--- config.mk ---
export PLATFORM = sky130hd
export DESIGN_NAME = serial_subtractor
export DESIGN_NICKNAME = d
export VERILOG_FILES = /design/src/rtl/serial_subtractor.sv
export SDC_FILE = /design/constraint.sdc
export NUM_CORES = 1
export LEC_CHECK = 0
export ABC_AREA = 1
export CAP_MARGIN = 20
export CORE_UTILIZATION = 51
export CTS_CLUSTER_DIAMETER = 150
export DETAILED_ROUTE_END_ITERATION = 6
export PLACE_DENSITY_LB_ADDON = 0.05
export SYNTH_ARGS = -nofsm -noshare
export SYNTH_HDL_FRONTEND = slang
export SYNTH_SLANG_ARGS = --single-unit
--- constraint.sdc ---
create_clock -name clk -period 1.35 [get_ports clk]
set_input_delay 0.27 -clock clk [delete_from_list [all_inputs] [get_ports clk]]
set_output_delay 0.27 -clock clk [all_outputs]
set_load 0.02 [all_outputs]
--- src/rtl/serial_subtractor.sv ---
// serial_subtractor: bit-serial WIDTH-bit subtractor built from a single
// full_subtractor cell and a registered borrow.
//
// Ports:
//   clk, rst_n              clock, synchronous active-low reset
//   in_valid / in_ready     operand handshake (accepted only in IDLE)
//   minuend, subtrahend     WIDTH-bit operands, sampled on input handshake
//   borrow_in               borrow into bit 0, sampled on input handshake
//   out_valid / out_ready   result handshake (valid only in DONE)
//   diff                    (minuend - subtrahend - borrow_in) mod 2^WIDTH
//   borrow_out              unsigned borrow out of the MSB
//   overflow                signed overflow (borrow into MSB ^ borrow out of MSB)
//   busy                    high while bits are being processed (SHIFT)

// One-bit full subtractor: diff = a - b - bin, bout = borrow out.
module full_subtractor (
   input  logic a,
   input  logic b,
   input  logic bin,
   output logic diff,
   output logic bout
);

   assign diff = a ^ b ^ bin;
   assign bout = (~a & b) | (~(a ^ b) & bin);

endmodule

module serial_subtractor #(
   parameter int unsigned WIDTH = 8
) (
   input  logic             clk,
   input  logic             rst_n,
   input  logic             in_valid,
   output logic             in_ready,
   input  logic [WIDTH-1:0] minuend,
   input  logic [WIDTH-1:0] subtrahend,
   input  logic             borrow_in,
   output logic             out_valid,
   input  logic             out_ready,
   output logic [WIDTH-1:0] diff,
   output logic             borrow_out,
   output logic             overflow,
   output logic             busy
);

   localparam int unsigned CNT_W = (WIDTH > 1) ? $clog2(WIDTH) : 1;

   typedef enum logic [1:0] {
      IDLE  = 2'd0,
      SHIFT = 2'd1,
      DONE  = 2'd2
   } state_t;

   state_t state;
   state_t state_next;

   logic [WIDTH-1:0] a_sh;
   logic [WIDTH-1:0] b_sh;
   logic [WIDTH-1:0] result;
   logic [WIDTH-1:0] result_next;
   logic [CNT_W-1:0] cnt;
   logic             borrow_q;

   logic             fs_diff;
   logic             fs_bout;
   logic             accept;
   logic             last_bit;
   logic             out_fire;
   logic             msb_borrow_in;

   // The single arithmetic cell; everything else sequences its inputs.
   full_subtractor u_cell (
      .a    (a_sh[0]),
      .b    (b_sh[0]),
      .bin  (borrow_q),
      .diff (fs_diff),
      .bout (fs_bout)
   );

   // State register.
   always_ff @(posedge clk) begin
      if (!rst_n) begin
         state <= IDLE;
      end else begin
         state <= state_next;
      end
   end

   // Next-state and handshake decode.
   always_comb begin
      state_next    = state;
      accept        = 1'b0;
      out_fire      = 1'b0;
      last_bit      = (cnt == CNT_W'(WIDTH - 1));
      // Borrow entering the MSB is the registered borrow on the last bit cycle.
      msb_borrow_in = borrow_q;
      // New difference bit enters at the MSB; the old LSB falls off.
      result_next   = WIDTH'({fs_diff, result} >> 1);

      case (state)
         IDLE: begin
            if (in_valid) begin
               accept     = 1'b1;
               state_next = SHIFT;
            end
         end
         SHIFT: begin
            if (last_bit) begin
               state_next = DONE;
            end
         end
         DONE: begin
            if (out_ready) begin
               out_fire   = 1'b1;
               state_next = IDLE;
            end
         end
         default: begin
            state_next = IDLE;
         end
      endcase
   end

   // Operand shift registers, borrow chain, bit counter and partial result.
   always_ff @(posedge clk) begin
      if (!rst_n) begin
         a_sh     <= '0;
         b_sh     <= '0;
         result   <= '0;
         cnt      <= '0;
         borrow_q <= 1'b0;
      end else if (accept) begin
         a_sh     <= minuend;
         b_sh     <= subtrahend;
         result   <= '0;
         cnt      <= '0;
         borrow_q <= borrow_in;
      end else if (state == SHIFT) begin
         a_sh     <= a_sh >> 1;
         b_sh     <= b_sh >> 1;
         result   <= result_next;
         cnt      <= cnt + CNT_W'(1);
         borrow_q <= fs_bout;
      end
   end

   // Published result; updated only when the final bit completes so the
   // previous answer stays visible through the next operation.
   always_ff @(posedge clk) begin
      if (!rst_n) begin
         diff       <= '0;
         borrow_out <= 1'b0;
         overflow   <= 1'b0;
      end else if ((state == SHIFT) && last_bit) begin
         diff       <= result_next;
         borrow_out <= fs_bout;
         overflow   <= msb_borrow_in ^ fs_bout;
      end
   end

   // Status flags are registered decodes of the next state, so they equal a
   // decode of the current state with no path from in_valid/out_ready.
   always_ff @(posedge clk) begin
      if (!rst_n) begin
         in_ready  <= 1'b1;
         out_valid <= 1'b0;
         busy      <= 1'b0;
      end else begin
         in_ready  <= (state_next == IDLE);
         out_valid <= (state_next == DONE);
         busy      <= (state_next == SHIFT);
      end
   end

endmodule

==> metrics.md, run 1 <==
| Metric | Value |
|---|---|
| Status | completed |
| Worst hold path type | register to register |
| Synth-to-Final Area Change | 28.6% |
| Floorplan row count | 21 |
| Sequential group share of total power | 56.2% |
| Vias in the first global route | 1,460 |
| Vias per Instance | 4.88 |
| Ratio of cells with drive above 1 in the final layout | 11.3% |
| DRC errors left | 0 |
| CTS H-Tree Depth | 2 |
| Family of cells with the greatest summed delay on the critical path | flip-flops |
| Measured slew at the worst slew-check pin | 0.460 ns |
| Worst-skew pair later-pin latency | 0.34 ns |
| P_int | 1.74 mW |
| Total wirelength of the detailed-routed design | 3580 µm |
| Total core area | 3390 µm² |
| Clock period minus worst slack | 1.26 ns |
| Number of violations of the max-capacitance limit | 0 |
| RSZ-0062 raised after global routing | false |
| Type of element capturing the critical path | output port |
| Clock tree root buffer cell | sky130_fd_sc_hd__clkbuf_4 |
| Power density cells | 1000 nW/µm² |
| Number of synthesized register bits | 42 |
| Wire length of the first global-routing pass | 6000 µm |
| Overall die area | 3840 µm² |
| Total count of max-transition violations in the final report | 0 |
| Post-Synthesis Cells | 257 |
| Combinational share of power | 16.9% |
| Setup fix buffers added after clock tree synthesis | 0 |
| TritonCTS sink count | 42 |
| Hold buffer count at CTS | 0 |
| Post-Syn Area per Cell | 7.13 µm² |
| Number of vias after detailed routing | 1,695 |
| Number of buffers created by CTS | 5 |
| Final-report hold violation count | 0 |
| GRT Resource Usage Total | 21.3% |
| Number of warnings issued by yosys | 0 |
| Worst hold slack across all endpoints | 0.468 ns |
| Critical path class | register to output port |
| Top-Level Pins | 34 |
| Count of different cell masters after synthesis | 17 |
| Worst path max stage delay | 0.35 ns |
| Initial core utilization | 54.0% |
| Clock tree from TritonCTS | yes |
| Leakage power of the design | 1.01 nW |
| Cell-by-cell trace of the critical path | clkdlybuf4s15_1 |
| Buffer and inverter count on the worst path | 1 |
| ANT cells | 0 |
| I/O Buffers | 33 |
| Horiz. Die Dim | 61.9 µm |
| Post-Syn Nets | 281 |
| Switching share of power | 26.5% |
| Cell with the largest stage delay on the worst path | sky130_fd_sc_hd__dfxtp_1 |
| TritonRoute pass-1 iters | 5 |
| Worst setup skew after layout | 0.00700 ns |
| Clock slew seen by the registers of the worst setup and hold paths | 0.12 ns |
| Vert. Die Dim | 61.9 µm |
| Critical path peak fanout | 2 |
| Summed instance area of the synthesized netlist | 1830 µm² |
| Switching power | 0.627 mW |
| Routed wirelength normalized by instance count | 10.3 µm |
| Slew Limit Headroom | 69.3% |
| Share of synthesized area occupied by flip-flops and latches | 45.9% |
| Critical path data required time | 1.08 ns |
| Global route total overflow | 0 |
| Setup crit start kind | register |
| Critical path arrival | 0.99 ns |
| Number of antenna violations at the first check in global routing | 0 |
| Max Clk Rate | 794 MHz |
| Clock Tree Buf Depth | 2 |
| Final RePlAce weighted congestion | 0.764 |
| Iteration-0 DRC Markers | 43 |
| Detailed placer's ending HPWL | 2620 µm |
| Part of the power in the clock network | 26.9% |
| IR drop worst, VDD | 0.542 mV |
| Maximum number of pins on one net before global-route repair | 27 |
| Setup violations, final | 0 |
| Final period utilization | 93.3% |
| Power, Total | 2.37 mW |
| Final antenna-violating net count | 0 |
| Layout Nets | 324 |
## flip-flops by register name, indices dropped and copies added (netlist names)
signal and cells:
b_sh 8, busy 1, in_ready 1, cnt 3
borrow_q 1, diff 8, out_valid 1, result 7
a_sh 8, state 2, borrow_out 1, overflow 1
## routing by layer
layer	vias up	part of all wire [%]	track usage, %
li1	908	-	-
met5	-	0	0
met1	740	47	24.4
met3	6	3.4	6.42
met4	0	1.7	7.94
met2	41	48	37.5
## cells by family after synthesis
family / share of synthesized area, %
flops: 45.9
buf+inv: 9.43
fa+ha+maj: 2.46
xor+xnor: 0.956
compound gates: 15.0
simple gates: 26.2
## cells in the final DEF (no fill, tap or decap), types with 2 or more instances in the layout
cell type	count
sky130_fd_sc_hd__dlygate4sd2_1	3
sky130_fd_sc_hd__nor2_1	36
sky130_fd_sc_hd__buf_4	17
sky130_fd_sc_hd__a21oi_1	36
sky130_fd_sc_hd__o21ai_0	16
sky130_fd_sc_hd__clkbuf_4	5
sky130_fd_sc_hd__clkdlybuf4s15_1	9
sky130_fd_sc_hd__xor2_1	2
sky130_fd_sc_hd__clkdlybuf4s50_1	20
sky130_fd_sc_hd__inv_1	22
sky130_fd_sc_hd__nand2_1	50
sky130_fd_sc_hd__o21ai_1	3
sky130_fd_sc_hd__dfxtp_1	41
sky130_fd_sc_hd__nand3_1	26
## stage by stage
| stage | utilization [%] | std cells | area [µm²] | setup slack [ns] | TNS [ns] |
|---|---|---|---|---|---|
| after CTS | 69.0 | 347 | 2340 | 0.0360 | 0 |
| after detailed placement | 67.7 | 339 | 2290 | -0.177 | -2.30 |
| final | 69.5 | 347 | 2360 | 0.0900 | 0 |
| after global placement | 67.7 | 339 | 2290 | -0.143 | -1.76 |
| after global routing | 69.5 | 347 | 2360 | 0.00150 | 0 |
| after floorplan | - | 257 | 1830 | 0.158 | 0 |
## synth_stat cells (all sizes together)
library cell / n / share of area (%)
nand2: 51 / 11
dfxtp: 42 / 46
nor2: 37 / 7.6
a21oi: 36 / 9.8
nand3: 27 / 8.1
inv: 24 / 4.9
o21ai: 19 / 5.2
buf: 12 / 3.7
clkbuf: 4 / 0.82
ha: 2 / 1.4
xor2: 2 / 0.96
fa: 1 / 1.1
## timing repair
item,in CTS,in global routing
resized for setup,13,17
setup endpoints to repair,13,18
gates cloned,0,0
pin swaps,0,1
## power by group through the flow
stage / registers, mW / logic, mW / clock network (mW)
after global routing: 1.34 / 0.457 / 0.710
after CTS: 1.33 / 0.402 / 0.656
after detailed placement: 1.36 / 0.404 / 0
after floorplan: 1.36 / 0.243 / 0
final: 1.33 / 0.400 / 0.637
after global placement: 1.36 / 0.401 / 0
## worst paths after layout
path / depth (start not counted) / to / slack (ns) / startpoint
worst min register to register: 2 / diff[3] / 0.47 / diff[3]
worst max register to register: 6 / overflow / 0.10 / cnt[0]
worst min-delay path: 2 / diff[3] / 0.47 / diff[3]
worst max-delay path: 1 / diff[1] / 0.09 / diff[1]
## area by class of cell
type | count | area (µm²)
multi-input combinational | 175 | 823
inverter | 24 | 92.6
timing repair buffer | 52 | 480
fill | 301 | 1030
tap | 46 | 57.6
clock inverter | 1 | 5.00
sequential | 42 | 842
clock buffer | 7 | 55.1
Note: power is estimated with default switching activity, not from simulation.
==> run 2, diff against run 1 <==
--- a/config.mk
+++ b/config.mk
@@ -6,6 +6,7 @@
 export NUM_CORES = 1
 export LEC_CHECK = 0
 export ABC_AREA = 1
+export ABC_CLOCK_PERIOD_IN_PS = 1350
 export CAP_MARGIN = 20
 export CORE_UTILIZATION = 51
 export CTS_CLUSTER_DIAMETER = 150
==> constraint.sdc (replaced) <==
create_clock -name clk -period 1.35 [get_ports clk]
set_input_delay 0.135 -clock clk [delete_from_list [all_inputs] [get_ports clk]]
set_output_delay 0.135 -clock clk [all_outputs]
set_load 0.02 [all_outputs]
==> run 2 against run 1 <==
  * Power increased by 6.9%
  * Combinational power about the same
  * Design area down 0.11%
  * Routed wire length down 1.9%
  * Sequential share of layout area about the same
  * Clock skew up 0.0026 ns
  * Critical path type is now register to register
  * Count of clock-buffer cells in the layout shrank 1
  * Critical endpoint is now overflow
  * Global-route usage is 0.21 points lower
  * Setup slack better by 0.020 ns
  * First-iteration DRC count rose by 63%
  * Register-to-register slack about the same
==> metrics.md, run 2 (same netlist as run 1, synthesis figures left out) <==
| Metric | Value |
|---|---|
| Clock period minus worst slack | 1.24 ns (was 1.26 ns) |
| Number of cells on the critical path | 4 (was 1) |
| Critical path arrival | 1.50 ns (was 0.99 ns) |
| IR drop worst, VDD | 0.505 mV (was 0.542 mV) |
| Global-route track usage on met3 | 6.00% (was 6.42%) |
| Leakage power of the design | 1.04 nW (was 1.01 nW) |
| Final-report hold violation count | 0 (unchanged) |
| Instance count after placement with tap cells included | 335 (was 339) |
| Combinational share of power | 15.7% (was 16.9%) |
| Commonest non-fill, non-tap cells in the layout | sky130_fd_sc_hd__nand2_1 (50), sky130_fd_sc_hd__dfxtp_1 (41), sky130_fd_sc_hd__a21oi_1 (36), sky130_fd_sc_hd__nor2_1 (36), sky130_fd_sc_hd__nand3_1 (26) (unchanged) |
| GRT Max-Usage Layer | met2 (unchanged) |
| Regs by FF count | a_sh x8, b_sh x8, diff x8 (unchanged) |
| Total core area | 3390 µm² (unchanged) |
| Final RePlAce weighted congestion | 0.739 (was 0.764) |
| Wire length of the first global-routing pass | 5890 µm (was 6000 µm) |
| Vias per Instance | 4.88 (about the same) |
| Origin of the critical flop-to-flop path | borrow_q (was cnt[0]) |
| Register-to-register setup slack | 0.11 ns (was 0.10 ns) |
| R2r worst-path depth | 4 (was 6) |
| Switching power | 0.656 mW (was 0.627 mW) |
| Setup crit start kind | register (unchanged) |
| Setup TNS after final layout | 0 ns (unchanged) |
| Overall die area | 3840 µm² (unchanged) |
| Vert. Die Dim | 61.9 µm (unchanged) |
| Top-Level Pins | 34 (unchanged) |
| Worst path max stage delay | 0.47 ns (was 0.35 ns) |
| Clock slew seen by the registers of the worst setup and hold paths | 0.12 ns (about the same) |
| Vias in the first global route | 1,403 (was 1,460) |
| CP Launch Point | borrow_q (was diff[1]) |
| Worst-skew pair later-pin latency | 0.36 ns (was 0.34 ns) |
| Maximum number of pins on one net before global-route repair | 27 (unchanged) |
| Initial core utilization | 54.0% (unchanged) |
| Clock tree root buffer cell | sky130_fd_sc_hd__clkbuf_4 (unchanged) |
| Buffer and inverter count on the worst path | 0 (was 1) |
| Worst hold slack across all endpoints | 0.348 ns (was 0.468 ns) |
| Clock Tree Buf Depth | 2 (unchanged) |
| Count of non-filler cells in the finished layout | 344 (was 347) |
| Worst setup skew after layout | 0.00965 ns (was 0.00700 ns) |
| Cell with the largest stage delay on the worst path | sky130_fd_sc_hd__fa_1 (was sky130_fd_sc_hd__dfxtp_1) |
| Met1 capacity usage during global routing | 25.3% (was 24.4%) |
| ANT cells | 0 (unchanged) |
| Slew Limit Headroom | 68.9% (was 69.3%) |
| Sequential group share of total power | 52.5% (was 56.2%) |
| Clock tree from TritonCTS | yes (unchanged) |
| Type of element capturing the critical path | register (was output port) |
| Leading cell type in the layout, fill and taps excluded | sky130_fd_sc_hd__nand2_1 (unchanged) |
| DRC errors left | 0 (unchanged) |
| Number of vias after detailed routing | 1,679 (was 1,695) |
| Number of antenna violations at the first check in global routing | 0 (unchanged) |
| Critical path peak fanout | 3 (was 2) |
| TritonCTS sink count | 42 (unchanged) |
| Power density cells | 1080 nW/µm² (was 1000 nW/µm²) |
| P_int | 1.88 mW (was 1.74 mW) |
| Global route total overflow | 0 (unchanged) |
| Part of the power in the clock network | 31.8% (was 26.9%) |
| Horiz. Die Dim | 61.9 µm (unchanged) |
| Family of cells with the greatest summed delay on the critical path | adder cells (was flip-flops) |
| Number of buffers created by CTS | 5 (unchanged) |
| Worst hold path type | primary input to register (was register to register) |
| Global routing met2 resource utilization | 35.6% (was 37.5%) |
| Routed wirelength normalized by instance count | 10.2 µm (was 10.3 µm) |
| Final antenna-violating net count | 0 (unchanged) |
| GRT Resource Usage Total | 21.1% (was 21.3%) |
| Crit Reg-Reg Endpoint | overflow (unchanged) |
| I/O Buffers | 33 (unchanged) |
| Status | completed (unchanged) |
| Ratio of cells with drive above 1 in the final layout | 10.1% (was 11.3%) |
| Total count of max-transition violations in the final report | 0 (unchanged) |
| Cell-by-cell trace of the critical path | fa_1 > xor2_1 > nor2_1 > nor2_1 (was clkdlybuf4s15_1) |
| Synth-to-Final Area Change | 28.5% (was 28.6%) |
| Measured slew at the worst slew-check pin | 0.466 ns (was 0.460 ns) |
| Critical path data required time | 1.61 ns (was 1.08 ns) |
| Critical path class | register to register (was register to output port) |
| Max Clk Rate | 807 MHz (was 794 MHz) |
| Switching share of power | 25.9% (was 26.5%) |
| Number of violations of the max-capacitance limit | 0 (unchanged) |
| CTS H-Tree Depth | 2 (unchanged) |
| Setup violations, final | 0 (unchanged) |
| Detailed placer's ending HPWL | 2410 µm (was 2620 µm) |
| Iteration-0 DRC Markers | 70 (was 43) |
| Crit path to | overflow (was diff[1]) |
| Number of fill cells in the layout | 325 (was 301) |
| TritonRoute pass-1 iters | 4 (was 5) |
| Final period utilization | 91.8% (was 93.3%) |
| Most prevalent standard cell on the critical path | sky130_fd_sc_hd__nor2_1 |
| RSZ-0062 raised after global routing | false (unchanged) |
| Layout Nets | 321 (was 324) |
| Total wirelength of the detailed-routed design | 3510 µm (was 3580 µm) |
| Floorplan row count | 21 (unchanged) |
==> run 2: changes by cell type in the layout (fill, tap and decap cells not counted), sizes merged <==
| cell | change |
|---|---|
| clkinvlp | +1 |
| buf | -3 |
| clkdlybuf4s15 | -9 |
| dlygate4sd2 | +10 |
| clkbuf | -2 |
| clkinv | -1 |
| bufinv | +1 |
==> run 2: how the worst min path moves through the flow <==
stage / start / endpoint / slack (ns) / cells after the start
after CTS: subtrahend[7] / b_sh[7] / 0.35 / 3
after detailed placement: diff[1] / diff[1] / 0.45 / 2
after global placement: cnt[1] / cnt[1] / 0.45 / 2
final: minuend[7] / a_sh[7] / 0.35 / 3
after global routing: minuend[7] / a_sh[7] / 0.36 / 3
after floorplan: minuend[7] / a_sh[7] / 0.28 / 2
==> run 2: metrics by stage <==
| stage | power (mW) | cell area, µm² | setup slack, ns | util (%) |
|---|---|---|---|---|
| 2_1_floorplan | 1.60 | 1830 | 0.158 | - |
| 3_3_place_gp | 1.75 | 2280 | 0.00379 | 67.2 |
| 3_5_place_dp | 1.75 | 2280 | -0.0282 | 67.2 |
| 4_1_cts | 2.55 | 2340 | 0.0430 | 69.0 |
| 5_1_grt | 2.68 | 2350 | 0.00830 | 69.4 |
| 6_report | 2.53 | 2350 | 0.110 | 69.4 |
==> run 2: final cells by class <==
cell class / count / area, µm² / share of cell area (%)
sequential: 42 / 842 / 35.8
multi-input combinational: 175 / 823 / 35.0
timing repair buffer: 49 / 459 / 19.5
inverter: 24 / 92.6 / 3.93
tap: 46 / 57.6 / 2.45
clock buffer: 6 / 41.3 / 1.75
clock inverter: 2 / 37.5 / 1.59
==> run 2: what timing repair did <==
action,4_1_cts,5_1_grt
setup endpoints to repair,13,11
gates resized for setup,13,4
hold buffers,0,0
setup buffers,0,1
==> run 2: power by group through the flow <==
stage	registers (mW)	logic (mW)	clock network, mW
2_1_floorplan	1.36	0.243	0
3_3_place_gp	1.36	0.395	0
3_5_place_dp	1.36	0.397	0
4_1_cts	1.33	0.396	0.822
5_1_grt	1.34	0.455	0.884
6_report	1.33	0.397	0.805
==> run 2: per-layer routing <==
| metal | wire [µm] | part of all wire [%] |
|---|---|---|
| met5 | 0 | 0 |
| met4 | 36 | 1.0 |
| met3 | 143 | 4.1 |
| met2 | 1640 | 47 |
| met1 | 1690 | 48 |
==> run 2: worst register-to-register path, stage by stage, from the launching register on <==
cell and delay (ns):
sky130_fd_sc_hd__dfxtp_1 0.36, sky130_fd_sc_hd__fa_1 0.47, sky130_fd_sc_hd__xor2_1 0.18, sky130_fd_sc_hd__nor2_1 0.09, sky130_fd_sc_hd__nor2_1 0.05
